File: src/rtl/vga_interface.sv
// VGA raster timing master: pixel-rate divider, h/v counters, renderer address
// stage and a one-pixel-delayed output stage driving blanked colour and syncs.
module vga_interface #(
   parameter int CLK_DIV = 4,
   parameter int H_VIS   = 640,
   parameter int H_FP    = 16,
   parameter int H_SYNC  = 96,
   parameter int H_BP    = 48,
   parameter int V_VIS   = 480,
   parameter int V_FP    = 10,
   parameter int V_SYNC  = 2,
   parameter int V_BP    = 33
) (
   input  logic       CLK,
   input  logic       RESET_N,
   input  logic [7:0] COLOUR_IN,
   output logic [9:0] ADDRH,
   output logic [8:0] ADDRV,
   output logic [7:0] COLOUR_OUT,
   output logic       HS,
   output logic       VS,
   output logic       FRAME_TICK
);

   localparam int H_TOT = H_VIS + H_FP + H_SYNC + H_BP;
   localparam int V_TOT = V_VIS + V_FP + V_SYNC + V_BP;
   localparam int DIV_W = (CLK_DIV > 1) ? $clog2(CLK_DIV) : 1;

   localparam logic [DIV_W-1:0] DIV_LAST = DIV_W'(CLK_DIV - 1);
   localparam logic [9:0] H_LAST     = 10'(H_TOT - 1);
   localparam logic [9:0] V_LAST     = 10'(V_TOT - 1);
   localparam logic [9:0] H_VIS_C    = 10'(H_VIS);
   localparam logic [9:0] V_VIS_C    = 10'(V_VIS);
   localparam logic [9:0] HS_FIRST   = 10'(H_VIS + H_FP);
   localparam logic [9:0] HS_LAST    = 10'(H_VIS + H_FP + H_SYNC - 1);
   localparam logic [9:0] VS_FIRST   = 10'(V_VIS + V_FP);
   localparam logic [9:0] VS_LAST    = 10'(V_VIS + V_FP + V_SYNC - 1);

   logic [DIV_W-1:0] divCnt;
   logic [9:0]       hCount;
   logic [9:0]       vCount;
   logic             pixEn;
   logic             hActive, vActive, hSyncOn, vSyncOn;
   logic             actD, hsD, vsD;

   assign pixEn   = (divCnt == DIV_LAST);
   assign hActive = (hCount < H_VIS_C);
   assign vActive = (vCount < V_VIS_C);
   assign hSyncOn = (hCount >= HS_FIRST) && (hCount <= HS_LAST);
   assign vSyncOn = (vCount >= VS_FIRST) && (vCount <= VS_LAST);

   assign FRAME_TICK = pixEn && (hCount == H_LAST) && (vCount == V_LAST);

   always_ff @(posedge CLK or negedge RESET_N) begin
      if (!RESET_N)
         divCnt <= '0;
      else if (pixEn)
         divCnt <= '0;
      else
         divCnt <= divCnt + 1'b1;
   end

   always_ff @(posedge CLK or negedge RESET_N) begin
      if (!RESET_N) begin
         hCount <= '0;
         vCount <= '0;
      end else if (pixEn) begin
         if (hCount == H_LAST) begin
            hCount <= '0;
            vCount <= (vCount == V_LAST) ? 10'd0 : vCount + 10'd1;
         end else begin
            hCount <= hCount + 10'd1;
         end
      end
   end

   // Address stage; the flags ride along so the output stage sees the same pixel.
   always_ff @(posedge CLK or negedge RESET_N) begin
      if (!RESET_N) begin
         ADDRH <= '0;
         ADDRV <= '0;
         actD  <= 1'b0;
         hsD   <= 1'b1;
         vsD   <= 1'b1;
      end else if (pixEn) begin
         ADDRH <= hActive ? hCount : 10'd0;
         ADDRV <= vActive ? vCount[8:0] : 9'd0;
         actD  <= hActive && vActive;
         hsD   <= !hSyncOn;
         vsD   <= !vSyncOn;
      end
   end

   // COLOUR_IN has had CLK_DIV-1 cycles to settle since the address changed.
   always_ff @(posedge CLK or negedge RESET_N) begin
      if (!RESET_N) begin
         COLOUR_OUT <= '0;
         HS         <= 1'b1;
         VS         <= 1'b1;
      end else if (pixEn) begin
         COLOUR_OUT <= actD ? COLOUR_IN : 8'h00;
         HS         <= hsD;
         VS         <= vsD;
      end
   end

endmodule

File: config.mk
export PLATFORM = sky130hd
export DESIGN_NAME = vga_interface
export DESIGN_NICKNAME = d
export VERILOG_FILES = /design/src/rtl/vga_interface.sv
export SDC_FILE = /design/constraint.sdc
export NUM_CORES = 1
export LEC_CHECK = 0
export CORE_MARGIN = 8
export CORE_UTILIZATION = 36
export CTS_CLUSTER_DIAMETER = 60
export DETAILED_ROUTE_END_ITERATION = 16
export PLACE_DENSITY = 0.66
export SYNTH_ARGS = -nofsm -noshare
export SYNTH_HDL_FRONTEND = slang
export SYNTH_SLANG_ARGS = --single-unit
File: constraint.sdc
create_clock -name CLK -period 2.15 [get_ports CLK]
set_input_delay 0.3225 -clock CLK [delete_from_list [all_inputs] [get_ports CLK]]
set_output_delay 0.3225 -clock CLK [all_outputs]
set_load 0.005 [all_outputs]
==> impl_results.md, run 1 <==
* Critical path capture point type: output port
* Fillers at 554
* Mapped Nets at 226
* FF-to-FF Start: divCnt[0]$_DFF_PN0_
* CP arrival at between 1.5 and 2 ns
* Post-DP HPWL at 3850 um
* Vias per inst at between 5 and 6
* Worst min-delay path category: flip-flop to flip-flop
* Seq. cell area at around 1400 um2
* Ratio of final minimum period to clock period at between 90% and 100%
* Slew HR at 63.7%
* Worst path required time at ~1.8 ns
* Post-synth top area cell: dfrtp_1
* Seq/Total Area, Yosys at 57.2%
* Max IR drop VDD at 0.259 mV
* Post-route ant nets at 0
* Status: finished clean
* Post-synth cell types at 40
* WL per Instance at 15.3 um
* Number of antenna violations at the first check in global routing at 0
* Fin nets at 285
* Post-Route WL at 5310 um
* Synthesis-to-layout area growth at 31.5%
* Clk buf depth at 2
* FF+latch count, synth at 54
* Post-placement cell count at around 340
* Psw at 366 uW
* Remaining global-route overflow at 0
* Reg clk slew, reported paths at 0.09 ns
* Drt first-iter violations at 124
* CP Launch Type: flip-flop
* Num CTS Buffers at 5
* Critical path fanouts, max at 3
* GR Util All Layers at 11.6%
* Final critical-path required period at 1.95 ns
* Clk root buf: clkbuf_8
* Ys flop type: dfrtp_1
* I/O pins at 40
* Layout Cells excl Fill at 348
* Hold Slack at around 0.44 ns
* GP Congestion at 0.809
* Initial Utilization at 37.4%
* Met2 Use GR at 18.1%
* Total power draw at 1770 uW
* First-pass GRT wire length at 9000 um
* Power per cell area at 568 nW/um2
* Die height at 97.2 um
* Clock power share at approximately two fifths
* LEAKAGE at 0.00138 uW
* Async SR Flop Fraction at 100%
* Post-route DRC at 0
* Area of the multi-input gates at 908 um2
* Grt met1 use at around 15%
* Switching portion of total power at around 21%
* Vias in the first global route at 1,755
* Total negative slack at 0 ns
* Endpoints failing hold at 0
* Worst-Skew Late Latency at 0.31 ns
* Combinational share of power at 3.5%
* First-pass iteration count of the detailed router at 4
* Top cell type's share of synthesized area at a little over half
* Yosys warns at 0
* Row cnt at 29
* H-tree Lvls at 2
* Syn avg cell area at 11.2 um2
* Number of port buffers at 39
* # setup viols final at 0
* Die ar. at 9440 um2
* Worst-Margin Slew at 0.544 ns
* EDFF count, synth at 0
* Share of power burned in registers at 57.9%
* GR peak layer: met2
* CTS tree: yes
* Core ar. at 6350 um2
* Crit. Startpoint: vCount[0]$_DFFE_PN0P_
* Fmax at 513 MHz
* Die X at 97.2 um
* Sink Count at 54
* Worst Skew at 0.0101 ns
* Synth area leaders: dfrtp_1 53%, a22o_1 6.3%, dfstp_2 4.4%, nand3_1 3.4%, o21ai_0 3.2%
* Antenna fix cells at 0
* Largest net degree at the start of global routing at 34
* Number of max-cap violations at 0
* RSZ-0062 raised after global routing: no
* Fin. max-slew vios at 0
* Layout cell share with drive strength beyond 1 at approximately 18%
* Cell-internal power at ~1400 uW
* Gate Count Post-Synth at 211
* Min-delay src: divCnt[0]$_DFF_PN0_
* Synth Cell Area at between 2000 and 2500 um2
* Total number of vias at 1,769
* Category of the most critical setup path: flip-flop to output port
* Routing usage on met3 at 2.70%
-- power groups by stage --
stage,sequential [uW],combinational (uW),clock (uW)
detailed placement,1050,63.6,0
finish,1030,62.2,683
global route,1030,70.4,745
global placement,1050,62.5,0
CTS,1030,65.0,708
floorplan,1050,4.78,0
-- cell families (layout without fill, tap and decap cells) --
group | Yosys count | count (layout) | synth area share (%)
AO/OA/AOI/OAI | 45 | 45 | 13.1
XOR/XNOR | 12 | 12 | 4.43
adder cells (fa/ha/maj) | 5 | 5 | 2.64
buffers and inverters | 28 | 88 | 4.96
flip-flops | 54 | 54 | 57.2
multiplexers | 3 | 3 | 1.37
AND/OR/NAND/NOR | 64 | 64 | 16.3
-- worst paths after layout --
| check | to | slack, ns | cells past startpoint |
|---|---|---|---|
| worst max-delay path | FRAME_TICK | 0.20 | 6 |
| worst min register to register | divCnt[0]$_DFF_PN0_ | 0.44 | 1 |
| min in group asynchronous | ADDRV[4]$_DFFE_PN0P_ | 0.51 | 2 |
| worst max register to register | vCount[1]$_DFFE_PN0P_ | 0.21 | 7 |
| max in group asynchronous | VS$_DFFE_PN1P_ | 1.01 | 3 |
| worst min-delay path | divCnt[0]$_DFF_PN0_ | 0.44 | 1 |
-- metrics by stage --
step	util [%]	area [um2]	worst slack (ns)
floorplan	-	2370	0.572
global placement	46.7	2970	0.131
detailed placement	46.7	2970	0.104
CTS	49.1	3120	0.181
global route	49.1	3120	0.0405
finish	49.1	3120	0.199
-- state kept, by name, summed over array words and instances (netlist names), 2 cells and up --
signal      count
ADDRH          10
hCount         10
vCount         10
ADDRV           9
COLOUR_OUT      8
divCnt          2
-- worst max-delay path: stages, from the launching register on --
cell and delay [ns]:
dfrtp_1 0.39, inv_1 0.08, ha_1 0.14, nor4bb_1 0.19, nand3b_1 0.15, nor2_2 0.12
dlygate4sd2_1 0.24
-- layout make-up --
class / count / area share (%)
Clock inverter: 3 / 1.40
Timing Repair Buffer: 64 / 18.8
Sequential cell: 54 / 43.5
Tap cell: 77 / 3.09
Multi-Input combinational cell: 129 / 29.1
Clock buffer: 5 / 2.21
Inverter: 16 / 1.92
-- layer usage --
metal / part of all wire [%] / up-vias
met5: 0 / -
met4: 1.5 / 0
met3: 5.5 / 8
met2: 47 / 47
met1: 46 / 844
li1: - / 870
-- synthesized netlist by cell type, drive strengths merged, types with 2 or more instances --
library cell	n
nand3	16
dfrtp	50
or3	3
o21ai	15
inv	16
xnor2	8
xor2	4
a22o	19
nor2	11
clkbuf	7
and4	2
nand3b	3
a21oi	4
buf	5
ha	5
nand4	8
a31oi	3
dfstp	4
mux2	2
nand2	4
and3	5
nor3	5
-- repair_timing --
item,4_1_cts,5_1_grt
setup endpoints to repair,1,0
gates resized for setup,4,0
endpoints found under the hold margin,20,0
hold buffers,1,0
buffers inserted,3,0
-- layout by cell type (no fill, tap or decap), types with 2 or more instances in the layout --
| master | count |
|---|---|
| dfrtp_1 | 50 |
| clkdlybuf4s50_1 | 37 |
| buf_4 | 23 |
| a22o_1 | 17 |
| inv_1 | 16 |
| nand3_1 | 15 |
| o21ai_0 | 15 |
| nor2_1 | 10 |
| nand4_1 | 8 |
| xnor2_1 | 8 |
| clkbuf_8 | 5 |
| dfstp_2 | 4 |
| nand2_1 | 4 |
| xor2_1 | 4 |
| a21oi_1 | 4 |
| ha_1 | 4 |
| nor3_1 | 3 |
| nand3b_1 | 3 |
| or3_1 | 3 |
| and3_2 | 3 |
| a31oi_1 | 3 |
| and3_1 | 2 |
| a22o_2 | 2 |
| mux2_2 | 2 |
No activity file was read; power rests on OpenSTA's default activity.
==> run 2: changes to the inputs <==
--- a/config.mk
+++ b/config.mk
@@ -6,10 +6,10 @@
 export NUM_CORES = 1
 export LEC_CHECK = 0
 export CORE_MARGIN = 8
-export CORE_UTILIZATION = 36
+export CORE_UTILIZATION = 45
 export CTS_CLUSTER_DIAMETER = 60
 export DETAILED_ROUTE_END_ITERATION = 16
-export PLACE_DENSITY = 0.66
+export PLACE_DENSITY = 0.77
 export SYNTH_ARGS = -nofsm -noshare
 export SYNTH_HDL_FRONTEND = slang
 export SYNTH_SLANG_ARGS = --single-unit
==> run 2 against run 1 <==
Effect of this change: via count grew 4.2%; combinational power is essentially flat; final cell count shrank 2.3%; critical path depth is the same; non-clock buffer count shrank 1; die area shrank 17%; sequential power is essentially flat; sequential share of layout area shrank 0.24 points; register-to-register slack gained 0.03 ns; design area grew 0.56%; global-route usage grew 3.6 points; largest cell class unchanged; largest power group unchanged.
==> impl_results.md, run 2 (synthesis gave the netlist of run 1 again) <==
* CP arrival at 1.63 ns
* Critical path capture point type: output port
* Fin nets at 284
* Clk buf depth at 2
* Layout cell share with drive strength beyond 1 at ~19%
* Most common cell after layout, fill and taps aside: dfrtp_1
* H-tree Lvls at 2
* Final WS setup at 0.193 ns
* Share of power burned in registers at 53.8%
* Worst Skew at just under 0.008 ns
* Switching portion of total power at 18.6%
* Endpoints failing hold at 0
* Fillers at 426
* Number of port buffers at 39
* Worst-Skew Late Latency at 0.31 ns
* Clock power share at 42.9%
* Post-placement cell count at roughly 330
* Worst path required time at 1.83 ns
* Critical path's slowest cell: dfrtp_1
* Number of antenna violations at the first check in global routing at 0
* Largest net degree at the start of global routing at 34
* Crit path largest cell delay at 0.40 ns
* Initial Utilization at a little under half
* Post-route ant nets at 0
* GP Congestion at ~0.86
* Layout Cells excl Fill at 340
* Worst-path cell chain: inv_2 > ha_1 > nor4bb_4 > nand3b_1 > nor2_2 > clkbuf_2
* Ratio of final minimum period to clock period at 91.0%
* Critical path's top delay family: simple AND/OR/NAND/NOR gates
* Core ar. at between 5000 and 6000 um2
* Max IR drop VDD at ~0.29 mV
* CP bufs+invs at 2
* Worst-Margin Slew at 0.599 ns
* # setup viols final at 0
* I/O pins at 40
* Slew HR at about 60%
* Category of the most critical setup path: flip-flop to output port
* First-pass iteration count of the detailed router at 4
* Num CTS Buffers at 5
* Number of max-cap violations at 0
* Worst slack at placement at 0.121 ns
* Fin. max-slew vios at 0
* Reg clk slew, reported paths at approximately 0.090 ns
* Total power draw at 1910 uW
* Antenna fix cells at 0
* Combinational share of power at 3.2%
* CTS tree: yes
* LEAKAGE at 0.00140 uW
* Clk root buf: clkbuf_8
* RSZ-0062 raised after global routing: no
* Vias per inst at 5.42
* Worst min-delay path category: flip-flop to flip-flop
* Post-Route WL at 5490 um
* Die X at 88.6 um
* Sink Count at 54
* Power per cell area at 608 nW/um2
* Die ar. at 7850 um2
* First-pass GRT wire length at 9170 um
* Post-route DRC at 0
* Remaining global-route overflow at 0
* Hold Slack at 0.434 ns
* Largest regs: ADDRH x10, hCount x10, vCount x10
* Synthesis-to-layout area growth at 32.3%
* Vias in the first global route at 1,859
* Total negative slack at 0 ns
* Status: finished clean
* GR Util All Layers at roughly 15%
* Row cnt at 26
* Most frequent cells in the layout: 50 x dfrtp_1, 37 x clkdlybuf4s50_1, 22 x buf_4
* Psw at 355 uW
* Fmax at 511 MHz
* Post-DP HPWL at 3840 um
* Critical path fanouts, max at 3
* Die height at a little under 90 um
* Cell-internal power at 1550 uW
* CP Launch Type: flip-flop
* WL per Instance at 16.1 um
* Total number of vias at 1,844
* Drt first-iter violations at 119
* Final critical-path required period at about 2.0 ns
[run 2: final timing paths]
check	startpoint	endpoint	slack, ns	depth (start not counted)
max	vCount[0]$_DFFE_PN0P_	FRAME_TICK	0.19	6
min	divCnt[0]$_DFF_PN0_	divCnt[0]$_DFF_PN0_	0.43	1
max in group asynchronous	RESET_N	vsD$_DFFE_PN1P_	1.01	3
min in group asynchronous	RESET_N	hCount[8]$_DFFE_PN0P_	0.53	2
max reg2reg	divCnt[0]$_DFF_PN0_	vCount[0]$_DFFE_PN0P_	0.24	7
min reg2reg	divCnt[0]$_DFF_PN0_	divCnt[0]$_DFF_PN0_	0.43	1
[run 2: cell type report]
class                   instances  area, um2  area share (%)
flip-flops and latches         54       1360            43.2
clock buffers                   6       82.6            2.63
well taps                      70       87.6            2.79
clock inverters                 2       60.1            1.91
multi-input cells             129        916            29.2
repair buffers                 63        576            18.3
inverters                      16       60.1            1.91
[run 2: what timing repair did]
item                                   4_1_cts  5_1_grt
setup buffers                                3        2
setup endpoints to repair                    1        1
hold buffers                                 1        0
pin swaps                                    1        1
gates cloned                                 0        0
endpoints found under the hold margin       19        0
gates resized for setup                      1        6
[run 2: power by group through the flow]
stage	logic, uW	clock network [uW]	registers [uW]
after global placement	62.2	0	1050
final	61.9	818	1030
after floorplan	4.78	0	1050
after global routing	69.3	874	1030
after CTS	64.3	835	1030
after detailed placement	62.7	0	1050
[run 2: routing by layer]
layer	global-route usage, %	routed length [um]
met2	24.8	2770
met4	7.22	131
met3	3.71	239
met5	0	0
met1	18.4	2350
[run 2: stage by stage]
step                utilization [%]  cell area (um2)
global placement               57.5             2940
floorplan                         -             2370
CTS                            60.9             3110
global route                   61.4             3140
detailed placement             57.5             2940
finish                         61.4             3140
[run 2: worst register-to-register path, stage by stage (launching register included)]
cell	delay, ns
dfrtp_1	0.36
ha_1	0.17
buf_4	0.31
nand4_1	0.25
nor3_4	0.40
buf_4	0.19
nand3_1	0.08
o21ai_0	0.08
==> run 3: changes to the inputs <==
--- a/config.mk
+++ b/config.mk
@@ -5,6 +5,7 @@
 export SDC_FILE = /design/constraint.sdc
 export NUM_CORES = 1
 export LEC_CHECK = 0
+export CORE_ASPECT_RATIO = 0.5
 export CORE_MARGIN = 8
 export CORE_UTILIZATION = 45
 export CTS_CLUSTER_DIAMETER = 60
==> run 3 against run 2 <==
Effect of this change: clock-buffer cell count did not move; combinational power fell by 7.3%; via count fell by 3.5%; critical path depth rose by 1; register-to-register slack got worse by 0.05 ns; core utilization fell by 0.63 points; setup slack got worse by 0.0044 ns; global-route usage fell by 1.8 points.
==> impl_results.md, run 3 (synthesis gave the netlist of run 1 again) <==
* Drt first-iter violations at 97
* Clk root buf: clkbuf_8
* Remaining global-route overflow at 0
* Vias per inst at 5.31
* Post-placement cell count at 324
* Fin area at between 3000 and 4000 um2
* Number of max-cap violations at 0
* Critical path depth in cells at 7
* Critical path fanouts, max at 33
* Initial Utilization at between 40% and 50%
* Post-Route WL at 5170 um
* Total number of vias at 1,780
* H-tree Lvls at 2
* Reg clk slew, reported paths at 0.10 ns
* Post-route DRC at 0
* Sink Count at 54
* Antenna fix cells at 0
* Synthesis-to-layout area growth at 28.2%
* CP bufs+invs at 2
* Endpoints failing hold at 0
* LEAKAGE at 0.00134 uW
* Crit. Startpoint: divCnt[0]$_DFF_PN0_
* CP arrival at 2.18 ns
* Fmax at 510 MHz
* R2R setup slack at roughly 0.19 ns
* Die X at 119 um
* Most frequent cells in the layout: 50 x dfrtp_1, 37 x clkdlybuf4s50_1, 19 x buf_4
* Worst slack at placement at between 0.1 and 0.15 ns
* Critical path capture point type: flip-flop
* Post-route ant nets at 0
* # setup viols final at 0
* GP Congestion at 0.798
* Row cnt at 18
* Largest regs: ADDRH x10, hCount x10, vCount x10
* Worst-Skew Late Latency at 0.30 ns
* Number of port buffers at 39
* Most common cell after layout, fill and taps aside: dfrtp_1
* Die ar. at 7990 um2
* CTS hold repair buffers at 0
* Core ar. at 5000 um2
* Final critical-path required period at roughly 2 ns
* CTS tree: yes
* Worst path required time at approximately 2.4 ns
* Final WS setup at about 0.19 ns
* Slew HR at 55.9%
* CP Launch Type: flip-flop
* Critical path's top delay family: simple AND/OR/NAND/NOR gates
* Post-DP HPWL at 3720 um
* Die height at a little under 70 um
* Total negative slack at 0 ns
* Largest net degree at the start of global routing at 55
* Category of the most critical setup path: flip-flop to flip-flop
* Fin. max-slew vios at 0
* Worst-Margin Slew at 0.662 ns
* Ratio of final minimum period to clock period at 91.2%
* FF-to-FF Start: divCnt[0]$_DFF_PN0_
* First-pass iteration count of the detailed router at 4
* Worst min-delay path category: primary input to asynchronous set/reset pin
* R2R Path End: vCount[0]$_DFFE_PN0P_
* I/O pins at 40
* Vias in the first global route at approximately 1,800
* Number of antenna violations at the first check in global routing at 0
* Clk buf depth at 2
* Layout cell share with drive strength beyond 1 at 17.7%
* Power per cell area at 553 nW/um2
* First-pass GRT wire length at 8750 um
* Crit path largest cell delay at about 0.41 ns
* Worst Skew at 0.00799 ns
* GR Util All Layers at roughly an eighth
* Max IR drop VDD at 0.295 mV
* Num CTS Buffers at 5
* Fin nets at 279
* Critical Path End: vCount[0]$_DFFE_PN0P_
* RSZ-0062 raised after global routing: no
* Placed instance area at 2910 um2
* Layout Cells excl Fill at 335
* Worst-path cell chain: ha_1 > buf_4 > nand4_1 > nor3_4 > buf_4 > nand3_1 > o21ai_0
* Crit path top cell by count: buf_4
* Status: finished clean
* WL per Instance at 15.4 um
* Critical path's slowest cell: nor3_4
* FF-to-FF path depth at 7
* Fillers at 423
## run 3: metal layers
layer	track usage [%]	wire length [um]	vias up	share of wire (%)
li1	-	-	861	-
met1	16.4	2360	878	46
met2	23.4	2540	39	49
met3	2.91	235	2	4.5
met4	4.68	34	0	0.66
met5	0	0	-	0
## run 3: worst min path at each step
| stage | to | slack [ns] | cells after the start |
|---|---|---|---|
| floorplan | ADDRH[0]$_DFFE_PN0P_ | 0.03 | 0 |
| global placement | divCnt[0]$_DFF_PN0_ | 0.41 | 1 |
| detailed placement | divCnt[0]$_DFF_PN0_ | 0.43 | 1 |
| CTS | vCount[2]$_DFFE_PN0P_ | 0.15 | 2 |
| global route | hCount[4]$_DFFE_PN0P_ | 0.19 | 2 |
| finish | vCount[8]$_DFFE_PN0P_ | 0.13 | 2 |
## run 3: layout make-up
class	instances	area, um2	area share, %
Timing Repair Buffer	58	523	17.2
Clock buffer	6	82.6	2.72
Multi-Input combinational cell	129	915	30.1
Sequential cell	54	1360	44.6
Tap cell	70	87.6	2.88
Inverter	16	60.1	1.98
Clock inverter	2	16.3	0.535
## run 3: per-stage QoR
stage	hold WS [ns]	utilization [%]	total power, uW
after floorplan	0.0269	-	1050
after global placement	0.414	58.2	1100
after detailed placement	0.434	58.2	1110
after CTS	0.152	60.7	1700
after global routing	0.186	60.8	1750
final	0.132	60.8	1680
## run 3: what timing repair did
item / in CTS / in global routing
pin swaps: 2 / 1
resized for setup: 3 / 4
buffers inserted: 3 / 0
setup endpoints to repair: 1 / 3
endpoints found under the hold margin: 0 / 0
## run 3: power breakdown
| group | switching [uW] | leakage, uW | internal [uW] |
|---|---|---|---|
| Sequential | 3.81 | 0.000687 | 1020 |
| Clock | 331 | 0.0000478 | 266 |
| Combinational | 28.0 | 0.000603 | 29.4 |
